**src/rtl/dmem_arbiter.sv**
```systemverilog
// Two-requester round-robin arbiter in front of the single-port data memory.
// Optional bus lock for the last owner is enabled with DMEM_ARB_LOCK_EN.
module dmem_arbiter #(
    parameter int ADDR_W = 16,
    parameter int DATA_W = 16
) (
    input  logic              clk,
    input  logic              rst_n,
    input  logic              req0,
    input  logic              we0,
    input  logic [ADDR_W-1:0] addr0,
    input  logic [DATA_W-1:0] wdata0,
    output logic              gnt0,
    output logic              rvalid0,
    input  logic              req1,
    input  logic              we1,
    input  logic [ADDR_W-1:0] addr1,
    input  logic [DATA_W-1:0] wdata1,
    output logic              gnt1,
    output logic              rvalid1,
    output logic [DATA_W-1:0] rdata,
    input  logic              lock0,
    input  logic              lock1,
    output logic [ADDR_W-1:0] mem_address,
    output logic [DATA_W-1:0] mem_data_write,
    output logic              mem_write,
    output logic              mem_read,
    input  logic [DATA_W-1:0] mem_data_read
);

    typedef enum logic {IDLE, ACCESS} state_t;

    state_t            r_state;
    logic              r_last;
    logic              r_owner;
    logic              r_we;
    logic [ADDR_W-1:0] r_addr;
    logic [DATA_W-1:0] r_wdata;
    logic              r_gnt0;
    logic              r_gnt1;
    logic              r_mem_write;
    logic              r_mem_read;
    logic              r_rvalid0;
    logic              r_rvalid1;
    logic [DATA_W-1:0] r_rdata;

    logic              w_any;
    logic              w_lock_win;
    logic              w_pick;
    logic              w_we;
    logic [ADDR_W-1:0] w_addr;
    logic [DATA_W-1:0] w_wdata;

`ifdef DMEM_ARB_LOCK_EN
    // Last owner keeps the bus while it holds both lock and req.
    assign w_lock_win = r_last ? (req1 && lock1) : (req0 && lock0);
`else
    logic w_unused_lock;
    assign w_unused_lock = lock0 ^ lock1;
    assign w_lock_win    = 1'b0;
`endif

    assign w_any   = req0 | req1;
    assign w_pick  = w_lock_win      ? r_last :
                     (req0 && req1) ? ~r_last : req1;
    assign w_we    = w_pick ? we1    : we0;
    assign w_addr  = w_pick ? addr1  : addr0;
    assign w_wdata = w_pick ? wdata1 : wdata0;

    always_ff @(posedge clk or negedge rst_n) begin
        if (!rst_n) begin
            r_state     <= IDLE;
            r_last      <= 1'b1;
            r_owner     <= 1'b0;
            r_we        <= 1'b0;
            r_addr      <= '0;
            r_wdata     <= '0;
            r_gnt0      <= 1'b0;
            r_gnt1      <= 1'b0;
            r_mem_write <= 1'b0;
            r_mem_read  <= 1'b0;
            r_rvalid0   <= 1'b0;
            r_rvalid1   <= 1'b0;
            r_rdata     <= '0;
        end else begin
            r_rvalid0 <= 1'b0;
            r_rvalid1 <= 1'b0;
            unique case (r_state)
                IDLE: begin
                    if (w_any) begin
                        r_state     <= ACCESS;
                        r_owner     <= w_pick;
                        r_last      <= w_pick;
                        r_we        <= w_we;
                        r_addr      <= w_addr;
                        r_wdata     <= w_wdata;
                        r_gnt0      <= ~w_pick;
                        r_gnt1      <= w_pick;
                        r_mem_write <= w_we;
                        r_mem_read  <= ~w_we;
                    end
                end
                ACCESS: begin
                    r_state     <= IDLE;
                    r_gnt0      <= 1'b0;
                    r_gnt1      <= 1'b0;
                    r_mem_write <= 1'b0;
                    r_mem_read  <= 1'b0;
                    if (!r_we) begin
                        r_rdata   <= mem_data_read;
                        r_rvalid0 <= ~r_owner;
                        r_rvalid1 <= r_owner;
                    end
                end
            endcase
        end
    end

    assign gnt0           = r_gnt0;
    assign gnt1           = r_gnt1;
    assign rvalid0        = r_rvalid0;
    assign rvalid1        = r_rvalid1;
    assign rdata          = r_rdata;
    assign mem_address    = r_addr;
    assign mem_data_write = r_wdata;
    assign mem_write      = r_mem_write;
    assign mem_read       = r_mem_read;

endmodule

```
**config.mk**
```make
export PLATFORM = sky130hd
export DESIGN_NAME = dmem_arbiter
export DESIGN_NICKNAME = d
export VERILOG_FILES = /design/src/rtl/dmem_arbiter.sv
export SDC_FILE = /design/constraint.sdc
export NUM_CORES = 1
export LEC_CHECK = 0
export ABC_AREA = 1
export CORE_ASPECT_RATIO = 1.25
export CORE_UTILIZATION = 43
export DETAILED_ROUTE_END_ITERATION = 16
export PLACE_DENSITY = 0.86
export SYNTH_ARGS = -nofsm -noshare
export SYNTH_HDL_FRONTEND = slang
export SYNTH_SLANG_ARGS = --single-unit
```
**constraint.sdc**
```tcl
create_clock -name clk -period 3.6 [get_ports clk]
set_clock_uncertainty 0.1 [all_clocks]
set_input_delay 0.36 -clock clk [delete_from_list [all_inputs] [get_ports clk]]
set_output_delay 0.36 -clock clk [all_outputs]
set_load 0.02 [all_outputs]
```
==> flow_summary.toml, run 1 <==
[detailed_routing]
drt_iter0_drc = 169
vias = 2647
postRouteAntennaNets = 0
routedWlPerCell_um = 13.4
first_pass_iters = 4
vias_per_cell = 4.79
wirelength_um = 7390
post-route-drc-count = 0

[synthesis]
syn_avg_cell_area_um2 = 8.47
netlist_area_um2 = 2800
netlist_instances = 330
ys_warn_count = 0
synth_nets = 418
synth-seq-cells = 58
synth_cell_types = 19
seq_area_frac_synth = 0.519

[finish]
final_nets = 553
diodes = 0
areaGrowthSynthToFinish_pct = 57.4
ff_latch_area_um2 = 1450
multiInputGateArea_um2 = 1070
drive_above_1_share = 0.0962
fillers = 492
design_area_um2 = 4400

[setup_path]
critPathMaxFanout = 35
endpoint_kind = "flop"
critPathKind = "input port to flop"
cp.arrival_ps = 2170
critical_path_required_ps = 3690
cp-start-kind = "input port"

[run]
max_cap_viol_count = 0

[clocking]
cts.sinks = 58
clk_latency_ps = 320
cts_setup_buffers = 0
cts_tree = "built"
cts_buffers = 9
clockRootBuffer = "clkbuf_8"
ctsHtreeMaxLevel = 3
cts_buffer_depth = 2
cts_resized = 0
clk_pin_slew_ps = 60
postCtsHoldBufs = 0

[timing]
setup_violations = 0
hold_viol = 5
fmax_ghz = 0.481
slew_viol_final = 0
period_needed_ps = 2080
worst_pin_slew_ps = 854
fin_tns_setup_ps = 0
timing.slew.headroom = 0.429
whs_ps = -1.41
rsz0062_at_grt = "no"
finalCritPeriodShare = 0.578

[worst_hold_path]
hp-class = "input port to asynchronous set/reset pin"

[status]
failed_checks = "hold timing"
status = "finished with violations"

[global_route]
busiest_layer = "met2"
grt_overflow = 0
grt_use_met3 = 0.0527
grt_pass1_vias = 2608
grt_first_pass_wirelength_um = 12000
antenna_found_initial = 0
gr-usage-all-layers = 0.231
use_met2 = 0.407
gr-usage-met1 = 0.262
grt_max_degree = 38

[power]
p_leak_nw = 2.11
ir_drop_uv = 349
power-per-cell-area_nw_per_um2 = 547

[place]
hpwl_um = 5220
place.gp.congestion = 0.803
postPlaceCellArea_um2 = 4210
port_buffers = 139

[floorplanning]
rows = 32
io_pins = 142
die_x_um = 74.1
initial_core_util = 0.451
fp.coreArea_um2 = 6210
die_area_um2 = 6830
die_h_um = 92.2
[metrics by stage]
stage	worst slack (ps)	util	cells	power (mW)	hold WS [ps]
after floorplan	2310	-	330	1.38	-35.6
after CTS	1540	0.709	553	2.43	20.7
final	1520	0.709	553	2.41	-1.41
after global placement	1230	0.678	539	1.81	309
after global routing	1330	0.709	553	2.54	49.2
after detailed placement	1180	0.678	539	1.84	319
[synthesized netlist by cell type]
master | n | share of area
nand3b_1 | 22 | 0.059
dfstp_2 | 1 | 0.0094
o21ai_0 | 1 | 0.0018
nand2_1 | 103 | 0.14
o21ai_2 | 17 | 0.053
nor3_1 | 1 | 0.0018
buf_6 | 4 | 0.016
nor2_1 | 3 | 0.0040
nor2_4 | 1 | 0.0040
inv_2 | 1 | 0.0013
nand4_1 | 11 | 0.025
inv_1 | 39 | 0.052
buf_4 | 1 | 0.0027
nand2_2 | 4 | 0.0089
buf_2 | 10 | 0.018
clkbuf_1 | 6 | 0.0081
or2_1 | 1 | 0.0022
dfrtp_1 | 57 | 0.51
nand3_1 | 47 | 0.084
[cell type report]
cell class,instances,share of cell area
Sequential cell,58,0.330
Timing Repair Buffer,145,0.325
Multi-Input combinational cell,211,0.243
Clock buffer,11,0.0344
Inverter,40,0.0341
Tap cell,85,0.0242
Clock inverter,3,0.00910
[worst paths after layout]
path	start	endpoint	slack, ps	cells past startpoint
max	req1	mem_data_write[2]	1520	5
min	rst_n	rdata[6]	-1	1
max reg2reg	r_state	mem_data_write[2]	1960	5
min reg2reg	r_owner	rvalid0	340	1
max in group asynchronous	rst_n	mem_address[15]	2720	2
min in group clk	r_owner	rvalid0	340	1
[placed cells by master, fill, tap and decap left out]
cell and n:
clkbuf_8 11, clkdlybuf4s50_1 138, dfrtp_1 57, nand2_1 103, nand3b_1 22, nand3_1 47, buf_2 1, inv_1 39
nand2_2 4, inv_2 1, or2_1 1, clkinv_2 2, dfstp_2 1, nand4_1 11, o21ai_0 1, nor2_4 1
bufinv_16 1, nor2_1 3, buf_4 6, o21ai_2 17, nor3_1 1
[metal layers]
layer / vias to the layer above / wire [um] / part of all wire
li1: 1317 / - / -
met1: 1225 / 2880 / 0.39
met2: 97 / 3930 / 0.53
met3: 8 / 504 / 0.068
met4: 0 / 70 / 0.0095
met5: - / 0 / 0
[report_power, final]
group / switching, mW / total (mW) / internal [mW]
clock network: 0.238 / 0.585 / 0.347
registers: 0.0850 / 0.896 / 0.811
logic: 0.479 / 0.925 / 0.446
[kinds of logic after synthesis]
kind of cell,count (synthesis),share of synthesized area
buffers and inverters,61,0.0984
flip-flops,58,0.519
AO/OA/AOI/OAI,18,0.0550
AND/OR/NAND/NOR,193,0.327
[worst max-delay path, stage by stage]
cell and delay (ps):
clkdlybuf4s50_1 560, buf_4 390, nand2_2 510, nand3_1 240
nand3_1 100
Power figures use the tool's default switching activity.
==> run 2: changes to the inputs <==
Settings changed: CORE_UTILIZATION 43 to 36, PLACE_DENSITY 0.86 to 0.76.
Clock period 3.6 ns to 1.7 ns, I/O delays scaled along.
==> run 2 against run 1 <==
The flow now finishes without violations. Wire length grew 2.0%. Global-route usage fell by 3.1 points. Final cell count is 3.4% higher. Critical endpoint is now mem_data_write[6]. Largest power group unchanged.
==> flow_summary.toml, run 2 (synthesis results as in run 1) <==
[floorplanning]
die_area_um2 = 8130
initial_core_util = 0.376
io_pins = 142
die_x_um = 80.8
fp.coreArea_um2 = 7440
rows = 35
die_h_um = 101

[place]
postPlaceCellArea_um2 = 4340
hpwl_um = 5430
port_buffers = 139
place.gp.congestion = 0.741

[setup_path]
cp-start-kind = "flop"
critPathKind = "flop to output pin"
crit_chain = "clkdlybuf4s50_1"
slowest_stage = "clkdlybuf4s50_1"
crit_start = "mem_data_write[6]"
endpoint_kind = "output pin"
critPathBufInv = 1
cp.arrival_ps = 1310
r2r_start = "r_state"
critical_path_required_ps = 1430
crit_family = "buffers and inverters"
critPathMaxFanout = 2
cp_slowest_stage_delay_ps = 630

[detailed_routing]
drt_iter0_drc = 110
routedWlPerCell_um = 13.2
post-route-drc-count = 0
postRouteAntennaNets = 0
wirelength_um = 7540
vias_per_cell = 4.79
first_pass_iters = 4
vias = 2739

[status]
status = "completed"

[timing]
rsz0062_at_grt = "no"
fmax_ghz = 0.632
slew_viol_final = 0
fin_tns_setup_ps = 0
timing.slew.headroom = 0.431
finalCritPeriodShare = 0.931
worst_pin_slew_ps = 851
hold_viol = 0
setup_violations = 0
period_needed_ps = 1580

[finish]
drive_above_1_share = 0.110
final_common_cell = "clkdlybuf4s50_1"
final_nets = 563
mostFrequentLayoutCells = "138 x clkdlybuf4s50_1, 103 x nand2_1, 57 x dfrtp_1"
final_core_util = 0.606
diodes = 0
areaGrowthSynthToFinish_pct = 61.3
design_area_um2 = 4510

[power]
p_leak_nw = 2.16
ir_drop_uv = 616
power-per-cell-area_nw_per_um2 = 1110

[clocking]
cts_buffers = 9
cts.sinks = 58
clockRootBuffer = "clkbuf_8"
cts_buffer_depth = 2
ctsHtreeMaxLevel = 3
clk_pin_slew_ps = 70
cts_tree = "built"
cts_setup_buffers = 0
cts_resized = 0
clk_latency_ps = 330

[global_route]
grt_first_pass_wirelength_um = 12300
gr-usage-all-layers = 0.200
antenna_found_initial = 0
grt_pass1_vias = 2698
grt_max_degree = 38
grt_overflow = 0

[run]
max_cap_viol_count = 0

[worst_hold_path]
hp-class = "input port to asynchronous set/reset pin"
-- run 2: cell count changes in the layout (fill, tap and decap cells not counted), sizes merged --
cell / change
buf: +9
bufinv: -1
clkbuf: +2
clkinv: +1
dlygate4sd3: +1
-- run 2: per-stage QoR --
| step | setup WS (ps) | total power, mW | instances | hold slack (ps) |
|---|---|---|---|---|
| floorplan | 409 | 2.91 | 330 | -226 |
| global placement | -138 | 3.90 | 555 | 84.4 |
| detailed placement | -173 | 3.95 | 555 | 101 |
| CTS | 94.1 | 5.05 | 572 | 278 |
| global route | 24.6 | 5.29 | 572 | 282 |
| finish | 117 | 4.98 | 572 | 274 |
-- run 2: per-layer routing --
metal  share of wire  up-vias  track usage
met5               0        -            0
met4           0.011        0       0.0755
met3           0.076        7       0.0561
met2            0.50      105        0.346
met1            0.41     1288        0.230
li1                -     1339            -
-- run 2: cell type report --
class / count / area [um^2]
fillers: 671 / 2940
multi-input cells: 211 / 1070
clock inverters: 3 / 15.0
well taps: 92 / 115
repair buffers: 155 / 1560
inverters: 40 / 150
flip-flops and latches: 58 / 1450
clock buffers: 13 / 149
-- run 2: timing repair --
action	4_1_cts	5_1_grt
hold buffers	1	0
endpoints found under the hold margin	19	0
endpoints found under the setup margin	0	1
-- run 2: report_power, final --
part	internal (mW)	switching (mW)	total (mW)
Clock	0.562	0.512	1.07
Combinational	0.990	1.01	2.00
Sequential	1.72	0.188	1.90
-- run 2: worst paths after layout --
check / end / slack [ps] / cells past startpoint
min reg2reg: rvalid0 / 320 / 1
min in group clk: rdata[0] / 290 / 3
max in group asynchronous: mem_data_write[4] / 720 / 3
min: rdata[5] / 270 / 2
max reg2reg: mem_address[14] / 150 / 3
max: mem_data_write[6] / 120 / 1
==> variant (config.mk and constraints of run 1) <==
`DATA_W`: 16 -> 24.
--- a/src/rtl/dmem_arbiter.sv
+++ b/src/rtl/dmem_arbiter.sv
@@ -2,7 +2,7 @@
 // Optional bus lock for the last owner is enabled with DMEM_ARB_LOCK_EN.
 module dmem_arbiter #(
     parameter int ADDR_W = 16,
-    parameter int DATA_W = 16
+    parameter int DATA_W = 24
 ) (
     input  logic              clk,
     input  logic              rst_n,
Ports: changed (5 resized); port bits go from 142 to 182. The function was not compared with the original's and may differ.
==> variant against run 1 <==
  * Global-route usage is 0.98 points higher
  * Critical path depth shrank 1
  * Via count up 29%
  * Combinational power increased by 33%
  * Sequential cell count rose by 16
  * Worst setup slack got worse by 0.13 ns
  * Wire length grew 39%
  * Die area up 25%
  * Synthesized area increased by 26%
  * Final cell count increased by 22%
  * Power grew 22%
  * Final area increased by 24%
  * Clock power decreased by 4.3%
  * Maximum frequency shrank 5.8%
  * Critical path type is now reg2reg
  * Highest routed layer unchanged
==> variant: results (changes against run 1) <==
Finish
  – Fillers: 649 (+32%)
  – Multi-input gate area: 1331 um^2 (+25%)
  – Fraction of area in clock buffers and inverters: 0.03098 (-0.01252)
  – Layout cells sized above 1: 0.08666 (-0.009499)
  – Number of diodes: 0 (unchanged)
  – Comb_multi_in: 259 (+23%)
  – Clock buffer cells: 10 (-1)
  – Fin nets: 685 (+24%)
  – Non-clk bufs: 181 (+25%)
  – Layout non-clock buf frac: 0.3300 (+0.004768)
  – Inverters excl. clock: 48 (+20%)
  – Seq_cells: 74 (+28%)

Power and ir drop
  – Seq pwr share: 0.391 (+0.019)
  – Clk power: 0.000560 W (-4.3%)
  – Switch Pwr: 0.001056 W (+32%)
  – Leakage power: 2.576 nW (+22%)
  – Seq pwr: 0.00115 W (+28%)
  – VDD IR max: 0.3505 mV (+0.28%)

Critical path
  – CP max stage delay: 0.93 ns (+0.37 ns)
  – Worst-path fanout max: 50 (+43%)
  – Worst EP arrival: 2.35 ns (+0.18 ns)
  – Reg2Reg Setup Slack: 1.39 ns (-0.57 ns)
  – CP Launch Type: flip-flop
  – Crit path max-delay family: simple AND/OR/NAND/NOR gates
  – Crit-path slowest cell: or2_2

Drt
  – Pre-Repair DR Iteration Count: 5 (+1)
  – Vias: 3423 (+29%)
  – WL per Instance: 15.32 um (+15%)
  – Drt first-iter violations: 186 (+10%)

Placed design
  – Placer congestion estimate: 0.8140 (+1.3%)
  – Final HPWL DP: 7.105 mm (+36%)

Status
  – Outcome: completed

Yosys
  – Sequential area share after synthesis: 0.5252 (+0.005714)
  – Syn_nets: 522 (+25%)
  – Synth area leaders: dfrtp_1, nand2_1, nand3_1, o21ai_2, inv_1
  – Post-synth top cells: nand2_1, dfrtp_1, nand3_1, inv_1, o21ai_2

Worst hold path
  – HP Class: in2async

Clock network
  – Setup Buffers After CTS: 0 (unchanged)
  – CTS clk-pin slew, worst paths: 0.08 ns (+0.02 ns)

GRT
  – First-pass GRT wire length: 16.37 mm (+36%)
  – Largest net degree at the start of global routing: 75 (+97%)
  – GRT Total Usage: 0.2407 (+0.009754)

STA
  – Hold_ws: 0.07078 ns (+0.07219 ns)
  – Slew headroom: 0.2561 (-0.1730)
-- variant: worst paths after layout --
check	start	endpoint	cells after the start
max in group asynchronous	rst_n	mem_data_write[3]	1
worst min register to register	r_owner	rvalid0	1
worst max-delay path	r_state	rdata[20]	4
min in group clk	r_owner	rvalid0	1
worst min-delay path	rst_n	rdata[16]	1
worst max register to register	r_state	rdata[20]	4
-- variant: logic make-up after synthesis --
kind of cell | share of synthesized area
AOI/OAI and AO/OA | 0.06347
buffers and inverters | 0.09964
DFF | 0.5252
and+or+nand+nor | 0.3117
-- variant: per-stage QoR --
step           cell area [um^2]  cells  setup slack [ns]
6_report                   5451    672             1.392
5_1_grt                    5451    672             1.214
4_1_cts                    5451    672             1.365
3_5_place_dp               5283    657             1.065
3_3_place_gp               5283    657             1.161
2_1_floorplan              3528    410             2.334
-- variant: metal layers --
metal	vias up	share of wire	global-route usage
li1	1641	-	-
met1	1635	0.41	0.2850
met2	125	0.51	0.4281
met3	22	0.055	0.05000
met4	0	0.026	0.1074
met5	-	0	0
